$ cat config.mk
export PLATFORM = sky130hd
export DESIGN_NAME = pv2ooo_inst_queue
export DESIGN_NICKNAME = d
export VERILOG_FILES = /design/src/rtl/pv2ooo_inst_queue_pkg.sv /design/src/rtl/pv2ooo_inst_fields.sv /design/src/rtl/pv2ooo_inst_queue.sv
export SDC_FILE = /design/constraint.sdc
export NUM_CORES = 1
export LEC_CHECK = 0
export BUFFER_PORTS_ARGS = -buffer_cell sky130_fd_sc_hd__buf_2
export CELL_PAD_IN_SITES_DETAIL_PLACEMENT = 1
export CELL_PAD_IN_SITES_GLOBAL_PLACEMENT = 1
export CORE_MARGIN = 2
export CORE_UTILIZATION = 33
export DETAILED_ROUTE_END_ITERATION = 12
export PLACE_DENSITY_LB_ADDON = 0.2
export SYNTH_ARGS = -nofsm -noshare
export SYNTH_HDL_FRONTEND = slang
export SYNTH_HIERARCHICAL = 1
export SYNTH_SLANG_ARGS = --single-unit
$ cat constraint.sdc
create_clock -name clk -period 14.3 [get_ports clk]
set_input_delay 2.86 -clock clk [delete_from_list [all_inputs] [get_ports clk]]
set_output_delay 2.86 -clock clk [all_outputs]
set_load 0.02 [all_outputs]
$ cat src/rtl/pv2ooo_inst_queue_pkg.sv
// Shared PARC instruction-message layout, format classes and opcodes for the
// pv2ooo instruction queue and any decode logic that splits raw instructions.
package pv2ooo_inst_queue_pkg;

    localparam int PARC_INST_MSG_SZ         = 32;
    localparam int PARC_INST_MSG_OPCODE_MSB = 31;
    localparam int PARC_INST_MSG_OPCODE_LSB = 26;
    localparam int PARC_INST_MSG_RS_MSB     = 25;
    localparam int PARC_INST_MSG_RS_LSB     = 21;
    localparam int PARC_INST_MSG_RT_MSB     = 20;
    localparam int PARC_INST_MSG_RT_LSB     = 16;
    localparam int PARC_INST_MSG_RD_MSB     = 15;
    localparam int PARC_INST_MSG_RD_LSB     = 11;
    localparam int PARC_INST_MSG_SHAMT_MSB  = 10;
    localparam int PARC_INST_MSG_SHAMT_LSB  = 6;
    localparam int PARC_INST_MSG_FUNC_MSB   = 5;
    localparam int PARC_INST_MSG_FUNC_LSB   = 0;
    localparam int PARC_INST_MSG_IMM_MSB    = 15;
    localparam int PARC_INST_MSG_IMM_LSB    = 0;
    localparam int PARC_INST_MSG_TARGET_MSB = 25;
    localparam int PARC_INST_MSG_TARGET_LSB = 0;

    localparam logic [5:0] PARC_OPC_SPECIAL  = 6'b000000;
    localparam logic [5:0] PARC_OPC_SPECIAL2 = 6'b011100;
    localparam logic [5:0] PARC_OPC_J        = 6'b000010;
    localparam logic [5:0] PARC_OPC_JAL      = 6'b000011;

    typedef enum logic [1:0] {
        PARC_INST_FMT_RR   = 2'd0,
        PARC_INST_FMT_RI   = 2'd1,
        PARC_INST_FMT_TARG = 2'd2
    } parc_inst_fmt_e;

    function automatic parc_inst_fmt_e parcInstFmt(input logic [5:0] opcode);
        case (opcode)
            PARC_OPC_SPECIAL, PARC_OPC_SPECIAL2: parcInstFmt = PARC_INST_FMT_RR;
            PARC_OPC_J, PARC_OPC_JAL:            parcInstFmt = PARC_INST_FMT_TARG;
            default:                             parcInstFmt = PARC_INST_FMT_RI;
        endcase
    endfunction

endpackage

$ cat src/rtl/pv2ooo_inst_fields.sv
// Combinational PARC field splitter and format classifier; reusable by decode.
module pv2ooo_inst_fields
    import pv2ooo_inst_queue_pkg::*;
(
    input  logic [PARC_INST_MSG_SZ-1:0] i_inst,
    output logic [5:0]                  o_opcode,
    output logic [4:0]                  o_rs,
    output logic [4:0]                  o_rt,
    output logic [4:0]                  o_rd,
    output logic [4:0]                  o_shamt,
    output logic [5:0]                  o_func,
    output logic [31:0]                 o_imm_sext,
    output logic [25:0]                 o_target,
    output logic [1:0]                  o_fmt
);

    assign o_opcode   = i_inst[PARC_INST_MSG_OPCODE_MSB:PARC_INST_MSG_OPCODE_LSB];
    assign o_rs       = i_inst[PARC_INST_MSG_RS_MSB:PARC_INST_MSG_RS_LSB];
    assign o_rt       = i_inst[PARC_INST_MSG_RT_MSB:PARC_INST_MSG_RT_LSB];
    assign o_rd       = i_inst[PARC_INST_MSG_RD_MSB:PARC_INST_MSG_RD_LSB];
    assign o_shamt    = i_inst[PARC_INST_MSG_SHAMT_MSB:PARC_INST_MSG_SHAMT_LSB];
    assign o_func     = i_inst[PARC_INST_MSG_FUNC_MSB:PARC_INST_MSG_FUNC_LSB];
    assign o_imm_sext = {{16{i_inst[PARC_INST_MSG_IMM_MSB]}},
                         i_inst[PARC_INST_MSG_IMM_MSB:PARC_INST_MSG_IMM_LSB]};
    assign o_target   = i_inst[PARC_INST_MSG_TARGET_MSB:PARC_INST_MSG_TARGET_LSB];
    assign o_fmt      = parcInstFmt(o_opcode);

endmodule

$ cat src/rtl/pv2ooo_inst_queue.sv
// Fetch-to-decode instruction buffer: circular {pc, inst} queue with val/rdy
// handshakes, occupancy count, squash flush and a pre-split head instruction.
module pv2ooo_inst_queue
    import pv2ooo_inst_queue_pkg::*;
#(
    parameter int NUM_ENTRIES = 4,
    parameter int PC_SZ       = 32,
    parameter int CNT_SZ      = $clog2(NUM_ENTRIES + 1)
) (
    input  logic              clk,
    input  logic              reset,
    input  logic              flush,
    input  logic              enq_val,
    output logic              enq_rdy,
    input  logic [PC_SZ-1:0]  enq_pc,
    input  logic [31:0]       enq_inst,
    output logic              deq_val,
    input  logic              deq_rdy,
    output logic [PC_SZ-1:0]  deq_pc,
    output logic [31:0]       deq_inst,
    output logic [5:0]        deq_opcode,
    output logic [4:0]        deq_rs,
    output logic [4:0]        deq_rt,
    output logic [4:0]        deq_rd,
    output logic [4:0]        deq_shamt,
    output logic [5:0]        deq_func,
    output logic [31:0]       deq_imm_sext,
    output logic [25:0]       deq_target,
    output logic [1:0]        deq_fmt,
    output logic [CNT_SZ-1:0] count
);

    localparam int PTR_SZ = $clog2(NUM_ENTRIES);

    logic [PC_SZ-1:0]  r_pc   [NUM_ENTRIES];
    logic [31:0]       r_inst [NUM_ENTRIES];
    logic [PTR_SZ-1:0] r_head;
    logic [PTR_SZ-1:0] r_tail;
    logic [CNT_SZ-1:0] r_count;
    logic              w_enq_fire;
    logic              w_deq_fire;

    assign enq_rdy    = (r_count != CNT_SZ'(NUM_ENTRIES)) && !flush;
    assign deq_val    = (r_count != '0);
    assign w_enq_fire = enq_val && enq_rdy;
    assign w_deq_fire = deq_val && deq_rdy;
    assign count      = r_count;
    assign deq_pc     = r_pc[r_head];
    assign deq_inst   = r_inst[r_head];

    // Storage is cleared on reset so the head fields never show X; flush only
    // rewinds the pointers since stale entries are hidden behind deq_val.
    always_ff @(posedge clk or posedge reset) begin
        if (reset) begin
            for (int i = 0; i < NUM_ENTRIES; i++) begin
                r_pc[i]   <= '0;
                r_inst[i] <= '0;
            end
            r_head  <= '0;
            r_tail  <= '0;
            r_count <= '0;
        end else if (flush) begin
            r_head  <= '0;
            r_tail  <= '0;
            r_count <= '0;
        end else begin
            if (w_enq_fire) begin
                r_pc[r_tail]   <= enq_pc;
                r_inst[r_tail] <= enq_inst;
                r_tail         <= r_tail + PTR_SZ'(1);
            end
            if (w_deq_fire) begin
                r_head <= r_head + PTR_SZ'(1);
            end
            case ({w_enq_fire, w_deq_fire})
                2'b10:   r_count <= r_count + CNT_SZ'(1);
                2'b01:   r_count <= r_count - CNT_SZ'(1);
                default: r_count <= r_count;
            endcase
        end
    end

    pv2ooo_inst_fields u_fields (
        .i_inst     (deq_inst),
        .o_opcode   (deq_opcode),
        .o_rs       (deq_rs),
        .o_rt       (deq_rt),
        .o_rd       (deq_rd),
        .o_shamt    (deq_shamt),
        .o_func     (deq_func),
        .o_imm_sext (deq_imm_sext),
        .o_target   (deq_target),
        .o_fmt      (deq_fmt)
    );

endmodule

# After elaboration in Yosys (flattened, before gate mapping)
# Cells that the tools add are included.
# word_totals
word_cells	57
inputBits	69
output_inout_bits	161
register_bits	263
# op_classes
magnitude_cmp	3
reduce_logical	13
n_bitwise	3
n_eq_ne	6
muxes	17
n_addsub	4
# op_table
op	n
bitwise mux 128 bit	2
2-to-1 mux 32 bit	5
binary-select mux 32 bit (select 2 bit)	2
demux 32 bit (select 2 bit)	1
equality test 6 x 2 -> 1 bit (second input constant)	2
2-to-1 mux 2 bit	4
equality test 6 x 5 -> 1 bit (second input constant)	1
greater-or-equal comparator 3 bit (second input constant)	2
zero test 6 bit	1
inverter 2 -> 3 bit	2
case mux 3 bit (2 select lines)	1
nonzero test 3 bit	2
adder 2 x 1 -> 2 bit (second input constant)	2
logical AND 1 bit	4
case mux 2 bit (2 select lines)	1
nonzero test 2 bit	2
OR reduction 2 bit	2
adder 3 x 1 -> 3 bit (second input constant)	1
less-than comparator 3 x 1 -> 1 bit (second input constant)	1
2-to-1 mux 3 bit	1
inequality test 3 bit (second input constant)	1
subtractor 3 x 1 -> 3 bit (second input constant)	1
equality test 2 x 1 -> 1 bit (second input constant)	1
equality test 2 bit (second input constant)	1
3 further kinds	3

# Logic depth before layout (Yosys ltp)
# Gate-level depths: netlist (run 1).
# depth
ltp_word	7
depth_mapped	8
mapped_depth_nobuf	7

# By module
# Netlist (run 1), hierarchy kept.
# by_module_without_submodules
mod	n_inst	cells_per_inst	area_per_inst_um2	seq_area_each_um2
pv2ooo_inst_queue	1	666	11559.8	6581.3
pv2ooo_inst_fields	1	96	718.2	0.0

# Worst setup path before layout (run 1)
# No wires, ideal clock.
# synth_timing
kind	input port to output port
from	input port flush
to	output port enq_rdy
cell_stages	2
path_buffers	1
t_arrival_ns	3.360
slack_ns	8.080
t_required_ns	11.440
path_cell_list	clkbuf_1 > nor2b_1
# synth_via
elab_chain_cells	2
# synth_rtl
element	line	rtl
from (decl)	pv2ooo_inst_queue.sv:12	input logic flush,
zero test 1 bit	pv2ooo_inst_queue.sv:43	assign enq_rdy = (r_count != CNT_SZ'(NUM_ENTRIES)) && !flush;
logical AND 1 bit	pv2ooo_inst_queue.sv:43	
to (decl)	pv2ooo_inst_queue.sv:14	output logic enq_rdy,
# No other way between the ends.

# Worst setup path after layout (run 1)
# Ends and elaborated chain as after synthesis.

==> results.yml, run 1 <==
cells_and_area:
  multi_input_area_um2: 4700
  final_cell_mix: "261 x dfrtp_1, 240 x mux2_2, 229 x buf_2, 64 x mux4_2, 31 x clkbuf_16"
  fillCellCount: 3737
  layout_commonest_cell: "dfrtp_1"
  regArea_um2: 6590
  area_growth_pct: 14.6
  nNetsFinal: 972
  final_layout_size_suffix_gt1_share_pct: 64.6
  fin_util_pct: 38.4
logic_synthesis:
  syn-num-nets: 836
  yosysUniqueCellTypes: 34
  syn_avg_cell_area_um2: 16.1
  synthDominantCellAreaShare_pct: 53.6
  yosysTopAreaCell: "dfrtp_1"
  ys_warn_count: 6
  mappedNetlistArea_um2: 12300
  ys_ff_latch: 263
  yosys-top-cells-area: "dfrtp_1 54%, mux2_2 22%, mux4_2 12%"
  netlist_instances: 762
  yosysSeqAreaShare_pct: 53.6
worst_setup_path:
  r2r_slack_ns: 11.80
  rr_endpoint: "r_pc[35]$_DFFE_PP0P_"
  crit_path_max_fanout: 11
  end_kind: "output port"
  reg2reg_depth: 4
  worst_ep_required_time_ns: 11.44
  reg2reg_from: "count[1]$_DFFE_PP0P_"
  worstSetupStartpointType: "primary input"
  worstPathArrival_ns: 3.31
  critPathKind: "primary input to output port"
grt:
  grt_usage_pct: 14.1
  gr-total-overflow: 0
  grt_start_max_net_pins: 89
  grt_pass1_wl_um: 42600
  grt_pass1_vias: 7098
  antenna_found_initial: 3
detailed_routing:
  wl_um: 27000
  drt_iter0_markers: 183
  drc: 0
  dr_total_vias: 6757
  ant_nets: 0
  drt-wirelength-per-cell_um: 19.5
  vias_per_cell: 4.88
  dr.pass1.iters: 4
sta:
  finalSetupViolations: 0
  maxSlewViolCount: 0
  slew_headroom_pct: 36.3
  fmaxAchievable_mhz: 162
  hold_viol_final: 0
  fin_crit_sh_pct: 43.1
  fin_crit_ns: 6.17
  skew_ns: 0.0104
  tightest_slew_ns: 0.955
  rsz0062_at_grt: "no"
  tns_ns: 0
floorplan:
  rows: 70
  floorplan.die.height_um: 197
  die_area_um2: 38800
  core_area_um2: 36600
  start_util_pct: 33.5
  die_width_um: 197
  io_pins: 230
pwr:
  leakage_uw: 0.00638
  powerDensity_nw_per_um2: 253
  peakVddDrop_v: 0.0000878
cts:
  cts_tree: "yes"
  htree_levels: 1
  postCtsSetupRepairBufs: 0
  root_buffer: "clkbuf_16"
  cts_resized: 0
  cts.sinks: 263
  clockBufferDepth: 3
  cts.clk_slew.worst_paths_ns: 0.06
  cts_made_buffers: 30
  holdBufCountCts: 0
  clk_latency_ns: 0.54
min_path:
  hp-class: "flop to flop"
  hold_start: "r_inst[20]$_DFFE_PP0P_"
  hold_path_depth: 1
  hold_end: "r_inst[20]$_DFFE_PP0P_"
status:
  status: "completed"
placement:
  gp_congestion: 0.675
  dp_hpwl_um: 15900
  port_buffers: 229
flow_run:
  maxCapViolCount: 0
[sequential cells by signal (all words and copies together) (netlist names)]
register  flops
count         3
r_head        2
r_inst      128
r_pc        128
r_tail        2
[per-stage QoR]
| stage | cells | hold WS (ns) | worst slack [ns] | cell area, um2 | power [uW] |
|---|---|---|---|---|---|
| after floorplan | 762 | 0.459 | 4.20 | 12300 | 2610 |
| after global placement | 1334 | 0.470 | 8.11 | 13100 | 2810 |
| after detailed placement | 1334 | 0.479 | 8.13 | 13100 | 2850 |
| after CTS | 1384 | 0.492 | 8.03 | 14100 | 3630 |
| after global routing | 1384 | 0.507 | 7.90 | 14100 | 3790 |
| final | 1386 | 0.486 | 8.13 | 14100 | 3560 |
[synthesized netlist by cell type]
cell type / count
or3_1: 1
nand2_8: 3
a211o_1: 1
dfrtp_1: 263
mux2i_1: 1
nor2b_1: 3
nand4_1: 1
ha_1: 4
nand2_1: 2
and2_2: 1
nand4b_1: 1
o31ai_1: 3
nor4_1: 1
mux4_2: 64
a21o_1: 1
a21oi_2: 1
buf_4: 90
mux2_2: 240
and2_1: 1
xnor2_1: 3
xor2_1: 1
clkbuf_1: 7
mux2_1: 17
fa_1: 1
nor2_1: 7
buf_2: 14
inv_1: 4
or3b_4: 1
nand2b_1: 2
and3_1: 1
a21oi_1: 1
buf_1: 1
buf_6: 19
nand3_1: 1
[where the power goes]
part,switching (uW),internal [uW]
registers,189,1100
logic,818,695
clock network,295,460
total,1300,2260
[kinds of logic after synthesis]
kind of cell / share of synthesized area, %
compound gates: 0.428
fa+ha+maj: 0.571
buf+inv: 8.18
flops: 53.6
mux: 35.4
simple gates: 1.54
xor+xnor: 0.285
[per-layer routing]
layer / share of wire [%] / vias to the layer above / track usage, %
met5: 0.048 / - / 0
met2: 48 / 160 / 23.3
met4: 1.8 / 2 / 2.78
met3: 5.7 / 33 / 3.44
li1: - / 2983 / -
met1: 44 / 3579 / 19.0
[layout make-up]
class | instances | area share (%)
diodes | 2 | 0.0356
clock buffers | 48 | 6.68
clock inverters | 2 | 0.249
inverters | 4 | 0.160
multi-input cells | 364 | 33.4
flip-flops and latches | 263 | 46.8
well taps | 468 | 4.16
repair buffers | 235 | 8.47
[worst max-delay path: stages]
cell     delay, ns
buf_2         0.16
nor2b_1       0.11
buf_2         0.17
[worst max path at each step]
stage	from	to	slack (ns)	cells after the start
final	flush	enq_rdy	8.13	3
after global routing	r_head[0]$_DFFE_PP0P_	deq_fmt[0]	7.90	6
after CTS	r_head[0]$_DFFE_PP0P_	deq_fmt[0]	8.03	6
after detailed placement	flush	enq_rdy	8.13	3
after global placement	flush	enq_rdy	8.11	3
after floorplan	reset	count[0]$_DFFE_PP0P_	4.20	1
No activity file was read; power rests on OpenSTA's default activity.
==> inputs of run 2 (changes only) <==
Clock period 14.3 ns to 5.11 ns, I/O delays scaled along.
==> run 2 against run 1 <==
Wire length shrank 1.5%. Hold slack improved by 0.0025 ns. Global-route usage is 0.34 points lower. Power rose to 2.8 times the previous value. Non-clock buffer count grew 2. Worst setup slack lost 6.8 ns. Utilization fell by 0.068 points. Largest cell class unchanged.
==> results.yml, run 2 (synthesis gave the netlist of run 1 again) <==
status:
  status: "completed"
cells_and_area:
  final_cell_mix: "261 x dfrtp_1, 240 x mux2_2, 229 x buf_2, 64 x mux4_2, 31 x clkbuf_16"
  area_growth_pct: 14.3
  layout_commonest_cell: "dfrtp_1"
  design_area_um2: 14000
  final_layout_size_suffix_gt1_share_pct: 64.4
  nNetsFinal: 974
grt:
  grt_usage_pct: 13.7
  grt_start_max_net_pins: 101
  gr-total-overflow: 0
  grt_pass1_wl_um: 42000
  antenna_found_initial: 4
  grt_pass1_vias: 7182
pwr:
  powerDensity_nw_per_um2: 704
  leakage_uw: 0.00637
  finalPower_uw: 9880
  peakVddDrop_v: 0.000314
sta:
  skew_ns: 0.0119
  finalSetupViolations: 0
  tns_ns: 0
  fmaxAchievable_mhz: 266
  slew_headroom_pct: 31.6
  maxSlewViolCount: 0
  layout_setup_ws_ns: 1.35
  rsz0062_at_grt: "no"
  fin_crit_ns: 3.76
  holdWs_ns: 0.488
  hold_viol_final: 0
  fin_crit_sh_pct: 73.6
  tightest_slew_ns: 1.03
detailed_routing:
  drc: 0
  dr_total_vias: 6736
  vias_per_cell: 4.85
  wl_um: 26600
  drt_iter0_markers: 157
  ant_nets: 0
  drt-wirelength-per-cell_um: 19.2
  dr.pass1.iters: 4
worst_setup_path:
  cp_slowest_cell: "dfrtp_4"
  crit_path_max_fanout: 28
  reg2reg_depth: 7
  worstPathArrival_ns: 2.74
  path_buf_inv: 1
  worst_ep_required_time_ns: 4.09
  worstSetupStartpointType: "flop"
  path_depth: 5
  end_kind: "output port"
  crit_family: "flip-flops"
  critPathKind: "flop to output port"
  path_cells: "mux4_2 -> nor4_1 -> and2_2 -> a21oi_2 -> buf_2"
  critical-path-max-stage-delay_ns: 0.80
cts:
  cts.sinks: 263
  clk_latency_ns: 0.54
  cts.clk_slew.worst_paths_ns: 0.06
  clockBufferDepth: 3
  cts_made_buffers: 30
  htree_levels: 1
  cts_resized: 0
  holdBufCountCts: 0
  root_buffer: "clkbuf_16"
  cts_tree: "yes"
  postCtsSetupRepairBufs: 0
placement:
  dpl_worst_slack_ns: 1.86
  port_buffers: 229
  gp_congestion: 0.677
  dp_hpwl_um: 16200
  placed_cell_area_um2: 13100
min_path:
  hp-class: "flop to flop"
  hold_path_depth: 1
floorplan:
  core_area_um2: 36600
  rows: 70
  start_util_pct: 33.5
  die_area_um2: 38800
  io_pins: 230
  die_width_um: 197
  floorplan.die.height_um: 197
flow_run:
  maxCapViolCount: 0
## run 2: routing by layer
metal | up-vias | track usage [%] | wire length [um]
met5 | - | 0 | 46
met2 | 176 | 22.9 | 12600
met3 | 41 | 3.78 | 1760
met1 | 3539 | 18.1 | 11700
li1 | 2974 | - | -
met4 | 6 | 2.67 | 503
## run 2: cell type report
type	instances	area (um2)
clock buffer	47	896
tap	468	586
fill	3735	22600
clock inverter	4	20.0
inverter	4	18.8
multi-input combinational	364	4700
sequential	263	6590
timing repair buffer	237	1230
antenna	1	2.50
## run 2: per-stage QoR
stage | cells | util [%]
3_3_place_gp | 1336 | 35.8
5_1_grt | 1387 | 38.3
3_5_place_dp | 1336 | 35.8
2_1_floorplan | 762 | -
6_report | 1388 | 38.3
4_1_cts | 1387 | 38.3
## run 2: final timing paths
kind / endpoint / start / slack (ns)
max: deq_fmt[0] / r_head[1]$_DFFE_PP0P_ / 1.35
min: r_inst[24]$_DFFE_PP0P_ / r_inst[24]$_DFFE_PP0P_ / 0.49
max reg2reg: count[2]$_DFFE_PP0P_ / count[2]$_DFFE_PP0P_ / 2.67
min reg2reg: r_inst[24]$_DFFE_PP0P_ / r_inst[24]$_DFFE_PP0P_ / 0.49
max in group asynchronous: r_head[1]$_DFFE_PP0P_ / reset / 3.49
min in group asynchronous: r_pc[26]$_DFFE_PP0P_ / reset / 0.61
## run 2: worst register-to-register path, stage by stage (launching register included)
cell and delay, ns:
dfrtp_1 0.42, or3b_4 0.28, and2_1 0.57, nor2_1 0.14, fa_1 0.42, a211o_1 0.25, a21o_1 0.18, a21oi_1 0.11
## run 2: where the power goes
| part | total [uW] | internal (uW) | switching (uW) |
|---|---|---|---|
| sequential | 3620 | 3090 | 523 |
| combinational | 4250 | 1950 | 2300 |
| clock | 2010 | 1190 | 826 |
==> inputs of run 3 (changes only) <==
Settings changed: ABC_AREA set to 1.
Clock period 5.11 ns to 3.7 ns, I/O delays scaled along.
==> run 3 against run 2 <==
Wire length is 34% higher. Synthesized cell count is 85% higher. Clock power is 69% higher. Worst setup slack worse by 1.1 ns. Critical path type unchanged. Largest power group unchanged.
==> results.yml, run 3 <==
logic_synthesis:
  synthSimpleGateAreaFrac_pct: 12.7
  synthAdderAreaFrac_pct: 0.533
  mappedNetlistArea_um2: 13200
  yosysTopAreaCell: "dfrtp_1"
  netlist_instances: 1413
  synth_xor_area_share_pct: 0.0666
  syn_avg_cell_area_um2: 9.31
  yosys-top-cells-area: "dfrtp_1 50%, o21ai_2 13%, nand2_1 7.9%"
  synthDominantCellAreaShare_pct: 50.0
  synthMuxAreaShare_pct: 0
  ys_async_sr_fraction_pct: 100
  synthTopCellsByCount: "277 x nand2_1, 263 x dfrtp_1, 188 x o21ai_2, 132 x nor2_1, 130 x o21ai_0"
  synth_ff_type: "dfrtp_1"
  yosysSeqAreaShare_pct: 50.0
  synth_compound_area_share_pct: 23.3
  ys_warn_count: 6
  synth_enable_flop_cells: 0
  yosysUniqueCellTypes: 27
  syn-num-nets: 1487
  ys_ff_latch: 263
  yosysMostFrequentCell: "nand2_1"
  synth_top_family_by_area: "compound AO/OA/AOI/OAI gates"
placement:
  port_buffers: 229
  dpl.cell_count: 1999
  dp_hpwl_um: 21700
  gp_congestion: 0.725
cells_and_area:
  area_growth_pct: 13.2
  fillCellCount: 4672
  nNetsFinal: 1584
  fin_cells: 2057
  final_cell_mix: "277 x nand2_1, 261 x dfrtp_1, 229 x buf_2, 188 x o21ai_2, 132 x nor2_1"
  layout_commonest_cell: "nand2_1"
  final_layout_size_suffix_gt1_share_pct: 32.9
  multi_input_area_um2: 4850
  regArea_um2: 6590
sta:
  tightest_slew_ns: 1.07
  fin_crit_sh_pct: 93.2
  skew_ns: 0.0235
  hold_viol_final: 0
  maxSlewViolCount: 0
  rsz0062_at_grt: "no"
  fin_crit_ns: 3.45
  finalSetupViolations: 0
  fmaxAchievable_mhz: 290
  slew_headroom_pct: 28.9
  tns_ns: 0
pwr:
  swShare_pct: 40.0
  pwr-share-seq_pct: 34.9
  powerDensity_nw_per_um2: 875
  internal-power_uw: 7810
  power_frac_clock_pct: 26.0
  peakVddDrop_v: 0.000368
  power.switching_uw: 5210
  finalPower_uw: 13000
  leakage_uw: 0.00738
  power_frac_comb_pct: 39.0
flow_run:
  maxCapViolCount: 0
cts:
  cts.sinks: 263
  cts_made_buffers: 34
  htree_levels: 2
  holdBufCountCts: 0
  cts_tree: "yes"
  cts_resized: 0
  cts.clk_slew.worst_paths_ns: 0.05
  root_buffer: "clkbuf_16"
  clockBufferDepth: 3
  postCtsSetupRepairBufs: 0
  clk_latency_ns: 0.52
detailed_routing:
  dr.pass1.iters: 5
  drt_iter0_markers: 522
  drc: 0
  dr_total_vias: 9878
  wl_um: 35600
  vias_per_cell: 4.80
  drt-wirelength-per-cell_um: 17.3
  ant_nets: 0
worst_setup_path:
  end_kind: "output port"
  worstSetupStartpointType: "flop"
  critPathKind: "flop to output port"
  worstPathArrival_ns: 2.71
  crit_path_max_fanout: 32
  worst_ep_required_time_ns: 2.96
grt:
  antenna_found_initial: 3
  grt_usage_pct: 17.6
  grt_start_max_net_pins: 129
  gr-total-overflow: 0
  grt_pass1_vias: 10100
  grt_pass1_wl_um: 57700
min_path:
  hp-class: "primary input to async pin"
floorplan:
  start_util_pct: 33.3
  die_area_um2: 41500
  io_pins: 230
  floorplan.die.height_um: 204
  core_area_um2: 39500
  rows: 73
  die_width_um: 204
status:
  status: "completed"
run 3: changes by cell type in the layout (fill, tap and decap cells not counted), sizes merged, moves of 74 or more:
| cell | before | now |
|---|---|---|
| inv | 3 | 77 |
| mux2 | 257 | 0 |
| o21ai | 0 | 386 |
| nand2 | 5 | 282 |
| nor2 | 7 | 134 |
run 3: cells by family (layout without fill, tap and decap cells):
logic type               count (synthesis)  in the layout
AO/OA/AOI/OAI                          454            454
other                                    0              1
adder cells (fa/ha/maj)                  5              5
AND/OR/NAND/NOR                        425            425
flip-flops                             263            263
buffers and inverters                  265            383
XOR/XNOR                                 1              1
run 3: path summary, 6_finish.rpt:
| check | startpoint | to | slack, ns | cells past startpoint |
|---|---|---|---|---|
| max in group asynchronous | reset | r_pc[80]$_DFFE_PP0P_ | 2.46 | 3 |
| worst min register to register | r_pc[76]$_DFFE_PP0P_ | r_pc[76]$_DFFE_PP0P_ | 0.47 | 2 |
| worst max-delay path | r_head[1]$_DFFE_PP0P_ | deq_fmt[0] | 0.25 | 10 |
| worst max register to register | count[1]$_DFFE_PP0P_ | r_inst[94]$_DFFE_PP0P_ | 1.60 | 7 |
| min in group clk | r_pc[76]$_DFFE_PP0P_ | r_pc[76]$_DFFE_PP0P_ | 0.47 | 2 |
| worst min-delay path | reset | r_inst[4]$_DFFE_PP0P_ | 0.41 | 2 |
run 3: critical path, stage by stage (launching register included):
cell	delay, ns
dfrtp_2	0.57
inv_2	0.37
buf_12	0.26
o21ai_0	0.11
o22ai_1	0.28
inv_1	0.09
nor2_2	0.08
nand3_1	0.06
nand2_1	0.08
nand2_1	0.10
buf_2	0.18
run 3: routing by layer:
metal	wire, um	track usage (%)	vias to the layer above
li1	-	-	4800
met4	739	4.69	4
met5	29	0	-
met3	1820	3.63	49
met1	16600	23.3	4820
met2	16500	29.1	205
run 3: final cells by class:
class	instances	share of cell area, %
Antenna cell	1	0.0168
Timing Repair Buffer	249	9.04
Clock buffer	51	6.96
Multi-Input combinational cell	885	32.6
Inverter	77	2.02
Clock inverter	6	0.756
Tap cell	525	4.41
Sequential cell	263	44.2
run 3: metrics by stage:
stage	hold slack [ns]	cell area (um2)	worst slack, ns	utilization (%)
3_5_place_dp	0.463	13700	0.752	34.7
6_report	0.411	14900	0.252	37.7
4_1_cts	0.418	14900	0.209	37.6
2_1_floorplan	0.450	13200	-0.510	-
3_3_place_gp	0.459	13700	0.777	34.7
5_1_grt	0.457	14900	0.0539	37.6
run 3: power by group through the flow:
| stage | Sequential, uW | Combinational, uW | Clock (uW) |
|---|---|---|---|
| after global placement | 4560 | 5110 | 0 |
| final | 4550 | 5090 | 3390 |
| after floorplan | 4430 | 4410 | 0 |
| after CTS | 4550 | 5210 | 3500 |
| after detailed placement | 4590 | 5190 | 0 |
| after global routing | 4690 | 5670 | 3610 |
